## src/rtl/jtframe_sdm_nch_if.sv

```systemverilog
// jtframe_sdm_nch_if: sound samples, mute request and DAC outputs of the sigma-delta block.
interface jtframe_sdm_nch_if #(
    parameter int CHANNELS = 2,
    parameter int DW       = 16
);
    logic [CHANNELS*DW-1:0] snd;
    logic                   mute;
    logic [CHANNELS-1:0]    pwm;
    logic                   cen_dac;
    logic                   muted;

    modport master (
        output snd,
        output mute,
        input  pwm,
        input  cen_dac,
        input  muted
    );

    modport slave (
        input  snd,
        input  mute,
        output pwm,
        output cen_dac,
        output muted
    );
endinterface

```

## src/rtl/jtframe_sdm_nch.sv

```systemverilog
// jtframe_sdm_nch: N-channel 1-bit sigma-delta audio DAC.
// A clock-enable divider paces all channels. A shared gain ramps between 0 and
// unity for click-free mute and soft start. Each channel runs either a
// first-order (carry-out) or a second-order (two integrator) modulator.
module jtframe_sdm_nch #(
    parameter int CHANNELS   = 2,
    parameter int DW         = 16,
    parameter bit SIGNED_SND = 1'b0,
    parameter int ORDER      = 1,
    parameter int CEN_DIV    = 4,
    parameter int GW         = 6,
    parameter int RAMP_SH    = 4
) (
    input  logic             clk,
    input  logic             rst_n,
    jtframe_sdm_nch_if.slave bus
);
    localparam int            CW       = (CEN_DIV > 1) ? $clog2(CEN_DIV) : 1;
    localparam int            PW       = (RAMP_SH > 0) ? RAMP_SH : 1;
    localparam int            IW       = DW + 4;
    localparam logic [CW-1:0] CNT_LAST = CW'(CEN_DIV - 1);
    localparam logic [GW:0]   UNITY    = {1'b1, {GW{1'b0}}};

    if (ORDER != 1 && ORDER != 2) begin : g_bad_order
        $error("jtframe_sdm_nch: ORDER must be 1 or 2");
    end

    // Two's complement samples become offset-binary by flipping the MSB
    function automatic logic [DW-1:0] to_offset(input logic [DW-1:0] s);
        return {s[DW-1] ^ SIGNED_SND, s[DW-2:0]};
    endfunction

    // Truncating fixed-point gain; unity gain passes u through unchanged
    function automatic logic [DW-1:0] apply_gain(input logic [DW-1:0] u,
                                                 input logic [GW:0]   g);
        logic [DW+GW:0] prod;
        prod = {{(GW+1){1'b0}}, u} * {{DW{1'b0}}, g};
        return DW'(prod >> GW);
    endfunction

    // One gain step toward the target, saturating at 0 and at unity
    function automatic logic [GW:0] gain_step(input logic [GW:0] g,
                                              input logic        down);
        if (down) begin
            return (g == '0) ? g : g - 1'b1;
        end
        return (g == UNITY) ? g : g + 1'b1;
    endfunction

    logic [CW-1:0]       cnt;
    logic                vld_p0;
    logic [PW-1:0]       pre;
    logic [GW:0]         gain;
    logic                muted_r;
    logic                pre_wrap;
    logic [GW:0]         gain_nx;
    logic [CHANNELS-1:0] pwm_vec;

    // Free-running divider; the update strobe follows the last count by one cycle
    always_ff @(posedge clk or negedge rst_n) begin
        if (!rst_n) begin
            cnt    <= '0;
            vld_p0 <= 1'b0;
        end else begin
            vld_p0 <= (cnt == CNT_LAST);
            cnt    <= (cnt == CNT_LAST) ? '0 : cnt + 1'b1;
        end
    end

    assign pre_wrap = (RAMP_SH == 0) || (pre == {PW{1'b1}});
    assign gain_nx  = pre_wrap ? gain_step(gain, bus.mute) : gain;

    // Gain ramp: prescaler counts updates, gain moves one step on each wrap
    always_ff @(posedge clk or negedge rst_n) begin
        if (!rst_n) begin
            pre     <= '0;
            gain    <= '0;
            muted_r <= 1'b1;
        end else if (vld_p0) begin
            pre     <= (RAMP_SH == 0) ? '0 : pre + 1'b1;
            gain    <= gain_nx;
            muted_r <= (gain_nx == '0);
        end
    end

    for (genvar k = 0; k < CHANNELS; k++) begin : g_ch
        logic [DW-1:0] u_p0;
        logic [DW-1:0] x_p0;
        logic          pwm_p1;

        assign u_p0       = to_offset(bus.snd[k*DW +: DW]);
        assign x_p0       = apply_gain(u_p0, gain);
        assign pwm_vec[k] = pwm_p1;

        if (ORDER == 2) begin : g_o2
            logic signed [IW-1:0] i1_p1;
            logic signed [IW-1:0] i2_p1;
            logic signed [IW-1:0] xs_p0;
            logic signed [IW-1:0] y_p0;
            logic signed [IW-1:0] i1n_p0;
            logic signed [IW-1:0] i2n_p0;

            assign xs_p0  = $signed({4'b0000, x_p0});
            assign y_p0   = pwm_p1 ? $signed({4'b0000, {DW{1'b1}}}) : '0;
            assign i1n_p0 = i1_p1 + xs_p0 - y_p0;
            assign i2n_p0 = i2_p1 + i1n_p0 - y_p0;

            // Two cascaded integrators, full-scale feedback into both, sign-bit quantiser
            always_ff @(posedge clk or negedge rst_n) begin
                if (!rst_n) begin
                    i1_p1  <= '0;
                    i2_p1  <= '0;
                    pwm_p1 <= 1'b0;
                end else if (vld_p0) begin
                    i1_p1  <= i1n_p0;
                    i2_p1  <= i2n_p0;
                    pwm_p1 <= ~i2n_p0[IW-1];
                end
            end
        end else begin : g_o1
            logic [DW-1:0] acc_p1;
            logic [DW:0]   sum_p0;

            assign sum_p0 = {1'b0, acc_p1} + {1'b0, x_p0};

            // Phase accumulator; its carry out is the 1-bit output
            always_ff @(posedge clk or negedge rst_n) begin
                if (!rst_n) begin
                    acc_p1 <= '0;
                    pwm_p1 <= 1'b0;
                end else if (vld_p0) begin
                    acc_p1 <= sum_p0[DW-1:0];
                    pwm_p1 <= sum_p0[DW];
                end
            end
        end
    end

    assign bus.pwm     = pwm_vec;
    assign bus.cen_dac = vld_p0;
    assign bus.muted   = muted_r;

endmodule

```

## src/flat_wrapper.sv

```systemverilog
// flat-port wrapper written by rule: the top's interface ports become plain ports
module jtframe_sdm_nch_flat 
#(
    parameter int CHANNELS   = 2,
    parameter int DW         = 16,
    parameter bit SIGNED_SND = 1'b0,
    parameter int ORDER      = 1,
    parameter int CEN_DIV    = 4,
    parameter int GW         = 6,
    parameter int RAMP_SH    = 4
)
  (clk, rst_n, bus_snd, bus_mute, bus_pwm, bus_cen_dac, bus_muted);
  jtframe_sdm_nch_if #(.CHANNELS(CHANNELS), .DW(DW)) bus_i ();
  input  logic clk;
  input  logic rst_n;
  input wire logic [$bits(bus_i.snd)-1:0] bus_snd;
  input wire logic [$bits(bus_i.mute)-1:0] bus_mute;
  output wire logic [$bits(bus_i.pwm)-1:0] bus_pwm;
  output wire logic [$bits(bus_i.cen_dac)-1:0] bus_cen_dac;
  output wire logic [$bits(bus_i.muted)-1:0] bus_muted;
  assign bus_i.snd = bus_snd;
  assign bus_i.mute = bus_mute;
  assign bus_pwm = bus_i.pwm;
  assign bus_cen_dac = bus_i.cen_dac;
  assign bus_muted = bus_i.muted;
  jtframe_sdm_nch #(.CHANNELS(CHANNELS), .DW(DW), .SIGNED_SND(SIGNED_SND), .ORDER(ORDER), .CEN_DIV(CEN_DIV), .GW(GW), .RAMP_SH(RAMP_SH)) u_core (.clk(clk), .rst_n(rst_n), .bus(bus_i));
endmodule
```

## config.mk

```make
export PLATFORM = sky130hd
export DESIGN_NAME = jtframe_sdm_nch_flat
export DESIGN_NICKNAME = d
export VERILOG_FILES = /design/src/rtl/jtframe_sdm_nch_if.sv /design/src/rtl/jtframe_sdm_nch.sv /design/src/flat_wrapper.sv
export SDC_FILE = /design/constraint.sdc
export NUM_CORES = 1
export LEC_CHECK = 0
export ABC_AREA = 1
export CORE_MARGIN = 2
export CORE_UTILIZATION = 60
export DETAILED_ROUTE_END_ITERATION = 7
export GPL_TIMING_DRIVEN = 1
export PLACE_DENSITY_LB_ADDON = 0.1
export SLEW_MARGIN = 20
export SYNTH_ARGS = -nofsm -noshare
export SYNTH_HDL_FRONTEND = slang
export SYNTH_SLANG_ARGS = --single-unit
```

## constraint.sdc

```tcl
create_clock -name clk -period 9.7 [get_ports clk]
set_clock_uncertainty 0.2 [all_clocks]
set_input_delay 0.97 -clock clk [delete_from_list [all_inputs] [get_ports clk]]
set_output_delay 0.97 -clock clk [all_outputs]
set_load 0.1 [all_outputs]
```

## Word-level counts from Yosys, hierarchy flattened

Cells that the tools add are included.

| cells by class | value |
|---|---|
| multiplexer cells | 7 |
| reduce and logical (&&, ||, !) cells | 2 |
| equality and inequality tests | 3 |
| multipliers | 2 |
| add/sub/neg operators | 6 |

Operators with widths:

| operator | count |
|---|---|
| $mul A16 B7 Y22 | 2 |
| $mux W7 | 5 |
| $add A16 B16 Y17 | 2 |
| $logic_not A7 Y1 | 2 |
| $add A7 B1 Y7 const B | 1 |
| $eq A7 B7 Y1 const B | 1 |
| $sub A7 B1 Y7 const B | 1 |
| $add A4 B1 Y4 const B | 1 |
| $eq A4 B4 Y1 const B | 1 |
| $add A2 B1 Y2 const B | 1 |
| $eq A2 B2 Y1 const B | 1 |
| $mux W2 | 1 |
| $mux W1 | 1 |

| word-level totals | value |
|---|---|
| flip-flop bits (word level) | 49 |
| input port bits | 35 |
| logic and storage cells | 29 |

## Logic depth before layout (Yosys ltp)

| depth | value |
|---|---|
| depth in word-level cells | 6 |
| gate-level depth with buffers | 31 |
| mapped depth without buffers | 29 |

## Least setup slack after synthesis

OpenSTA, ideal clock, no wires.

| timing | value |
|---|---|
| kind | input to register |
| start | input port bus_snd[18] |
| end | register u_core.g_ch[1].g_o1.acc_p1[12] |
| library setup time | 0.118 ns |
| data required time | 9.382 ns |
| buffers on the path | 0 |
| arrival time | 5.295 ns |
| setup slack | 4.087 ns |
| cell stages on the path | 24 |
| cells stage by stage | nand2_1 > inv_1 > fa_1 > fa_1 > fa_1 > inv_1 > fa_1 > inv_1 > ha_1 > a21oi_1 > o21ai_0 > a21oi_1 > nand2_2 > nand2_1 > nand2_1 > xor2_1 > ha_1 > nand2_1 > nor2_1 > nand3_1 > nand3_1 > or2_2 > nand3_1 > nand2_1 |

| between the ends | value |
|---|---|
| longest elaborated chain between the ends | 2 |

RTL lines:

| item | line | source |
|---|---|---|
| from (decl) | flat_wrapper.sv:16 | `input wire logic [$bits(bus_i.snd)-1:0] bus_snd;` |
| $mul A16 B7 Y22 | jtframe_sdm_nch.sv:37 | `prod = {{(GW+1){1'b0}}, u} * {{DW{1'b0}}, g};` |
| $add A16 B16 Y17 | jtframe_sdm_nch.sv:124 | `assign sum_p0 = {1'b0, acc_p1} + {1'b0, x_p0};` |
| to (signal assigned) | jtframe_sdm_nch.sv:132 | `acc_p1 <= sum_p0[DW-1:0];` |
| to (decl) | jtframe_sdm_nch.sv:121 | `logic [DW-1:0] acc_p1;` |

Every way passes these cells.
A chain may end at the register's enable or synchronous reset.

## Final worst setup path

| timing | value |
|---|---|
| start | input port bus_snd[18] |
| end | register u_core.g_ch[1].g_o1.acc_p1[9] |

Same word-level chain as after synthesis.

==> reports/qor.yml <==
run_status:
  status: "completed"
timing:
  hold_viol_final: 0
  setup_total_negative_slack_ns: 0
  tightestPinTransition_ns: 0.9749
  max_freq_mhz: 150.7
  finalCriticalPeriod_ns: 6.638
  fin_crit_sh_pct: 68.43
  fin_ws_ns: 3.062
  timing.final.max_slew_violations: 0
  grt_setup_unrepaired: "false"
  report.final.setup_viol: 0
  timing.max_slew.rel_slack_pct: 34.80
routing:
  drt_iter0_drc: 489
  drc_errors: 0
  drt-vias-per-instance: 5.243
  routed_wire_length_per_instance_um: 13.99
  first_pass_iters: 5
  ant_nets: 0
  detailroute.via_count: 9626
  routed_wl_um: 25680
synth:
  postSynth.asyncResetShare_pct: 100.0
  post_synth_most_frequent_cells: "473 x nand2_1, 361 x inv_1, 136 x fa_1, 117 x ha_1, 81 x a21oi_1"
  synth_enable_flop_cells: 0
  synth_most_common_cell: "nand2_1"
  post_synth_num_cell_types: 38
  ys.flop_type: "dfrtp_1"
  yosysTopAreaCell: "fa_1"
  syn-num-nets: 1878
  yosys-top-cells-area: "fa_1 25%, nand2_1 16%, ha_1 13%, inv_1 12%, dfrtp_1 11%"
  syn_area_um2: 11090
  synth-seq-cells: 49
  synth_sequential_area_ratio_pct: 11.07
  synth_largest_type_area_fraction_pct: 24.56
  yosys_warnings: 0
  syn_inst: 1590
  avgSynthCellArea_um2: 6.973
setup_path:
  reg2reg_to: "u_core.g_ch[1].g_o1.acc_p1[9]$_DFFE_PN0P_"
  timing.critical_path.required_ns: 9.65
  reg2reg_setup_slack_ns: 3.18
  crit_fanout: 7
  timing_worst_setup_path_type: "in2reg"
  crit_end: "u_core.g_ch[1].g_o1.acc_p1[9]$_DFFE_PN0P_"
  setup.worst_path.end_class: "register"
  startpoint_type_of_the_worst_setup_path: "primary input"
  worstPathArrival_ns: 6.59
  r2r_cells: 21
  critical_path.startpoint: "bus_snd[18]"
  worst_r2r_startpoint: "u_core.gain[1]$_DFFE_PN0P_"
die:
  dieArea_um2: 19580
  initial_core_util_pct: 61.51
  num_rows: 49
  die_height_um: 139.9
  floorplan.die.width_um: 139.9
  coreArea_um2: 18020
  ios: 39
global_route:
  largest_net_degree_at_the_start_of_global_routing: 50
  groute.usage.overall_pct: 27.92
  use_met3_pct: 2.085
  antenna_found_initial: 0
  global_route.overflow_total: 0
  via_count_of_the_first_global_routing_pass: 9527
  grt_pass1_wl_um: 45710
  grt_peak_use_layer: "met1"
  gr-usage-met2_pct: 43.16
  gr-usage-met1_pct: 43.98
clocking:
  ctsLongestPathBuffers: 2
  worst_skew_pair.late_latency_ns: 0.29
  cts_hold_repair.buffers: 0
  tritoncts: "yes"
  cts_sinks: 49
  clk_transition_reported_paths_ns: 0.06
  cts_htree_levels: 2
  resized_gates_after_cts: 0
  cts_post_setup_buffers_inserted: 0
  cts_root_buf: "clkbuf_16"
  cts_inserted_buffers: 5
placement:
  place_worst_setup_slack_ns: 2.859
  gp_congestion: 0.9704
  post_dp_hpwl_um: 20770
  port_buffers: 38
final_layout:
  diodes: 0
  layout-area-overhead-vs-synth_pct: 6.602
  nets: 1894
  count_of_fill_cells_added_during_filler_insertion: 1667
  drive_above_1_share_pct: 3.049
run:
  cap_viol_max_count: 0
hold_path:
  min-delay-path-class: "reg2reg"
critical path, cell delays in order:
cell and delay, ns:
clkdlybuf4s50_1 0.64, nand2_1 0.08, inv_1 0.09, fa_1 0.45, fa_1 0.54, fa_1 0.56
inv_1 0.06, fa_1 0.53, inv_1 0.04, ha_1 0.36, a21oi_1 0.30, a21boi_0 0.26
o21ai_0 0.13, a21oi_1 0.19, xnor2_1 0.18, ha_1 0.34, a21oi_1 0.21, o21ai_0 0.13
a21oi_1 0.20, xor2_1 0.22, o21ai_0 0.10
registers in the layout, indices dropped and copies added (netlist names):
name	count
u_core.g_ch.g_o1.acc_p1	32
u_core.gain	7
u_core.pre	4
u_core.cnt	2
u_core.g_ch.pwm_p1	2
u_core.bus.cen_dac	1
u_core.bus.muted	1
logic make-up (layout without fill, tap and decap cells):
kind of cell               after synthesis  count (layout)  synth area share [%]
xor gates and xnor gates                52              52                 4.108
buffers and inverters                  402             419                 13.89
and+or+nand+nor                        662             662                 24.44
AOI/OAI and AO/OA                      172             172                 8.724
DFF                                     49              49                 11.07
adders and majority gates              253             253                 37.76
final cells by class:
| class | instances | area, um^2 | area share [%] |
|---|---|---|---|
| Tap cell | 229 | 286.5 | 2.424 |
| Sequential cell | 49 | 1227 | 10.39 |
| Clock inverter | 1 | 30.03 | 0.2541 |
| Timing Repair Buffer | 48 | 450.4 | 3.811 |
| Multi-Input combinational cell | 1139 | 8319 | 70.39 |
| Clock buffer | 7 | 142.6 | 1.207 |
| Inverter | 363 | 1363 | 11.53 |
how the worst min path moves through the flow:
stage / slack, ns / start / endpoint / cells after the start
2_1_floorplan: 0.20 / u_core.cnt[0]$_DFF_PN0_ / u_core.cnt[0]$_DFF_PN0_ / 1
3_3_place_gp: 0.21 / u_core.cnt[0]$_DFF_PN0_ / u_core.cnt[0]$_DFF_PN0_ / 1
3_5_place_dp: 0.23 / u_core.cnt[0]$_DFF_PN0_ / u_core.cnt[0]$_DFF_PN0_ / 1
4_1_cts: 0.24 / u_core.cnt[0]$_DFF_PN0_ / u_core.cnt[0]$_DFF_PN0_ / 1
5_1_grt: 0.27 / u_core.cnt[0]$_DFF_PN0_ / u_core.cnt[0]$_DFF_PN0_ / 1
6_report: 0.24 / u_core.cnt[0]$_DFF_PN0_ / u_core.cnt[0]$_DFF_PN0_ / 1
routing by layer:
metal	vias up	share of wire, %
li1	4843	-
met1	4527	51
met3	20	5.0
met4	0	1.0
met5	-	0
met2	236	43
metrics by stage:
stage	std cells	hold WS [ns]	util [%]	instance area, um^2
after floorplan	1590	0.2031	-	11090
final	1836	0.2361	65.57	11820
after CTS	1836	0.2442	65.57	11820
after global placement	1828	0.2146	64.61	11650
after global routing	1836	0.2657	65.57	11820
after detailed placement	1828	0.2341	64.61	11650
placed cells by master (no fill, tap or decap), types with 2 or more instances in the layout:
master	netlist	final
clkdlybuf4s50_1	0	37
ha_1	117	117
a21oi_1	81	81
buf_4	5	10
nand2_2	12	12
nor4_1	2	2
nand2_1	473	473
xnor2_1	20	20
o21ai_0	49	49
inv_1	361	361
nand3_1	70	70
a21boi_0	3	3
dfrtp_1	48	48
o21ai_2	3	3
fa_1	136	136
or2_2	4	4
o31a_1	2	2
nor2_2	3	3
a21o_1	8	8
a211oi_1	2	2
a31oi_1	5	5
o21ai_1	2	2
nor3_1	10	10
nor2_1	68	68
inv_2	2	2
clkbuf_16	0	5
xor2_1	32	32
nand3_2	5	5
nand3b_1	3	3
o21bai_1	7	7
o21a_1	6	6
o31ai_1	2	2
nand4_1	12	12
Power is not shown: default switching activity piles up to over one toggle a cycle in this logic, so the estimate is an artifact.
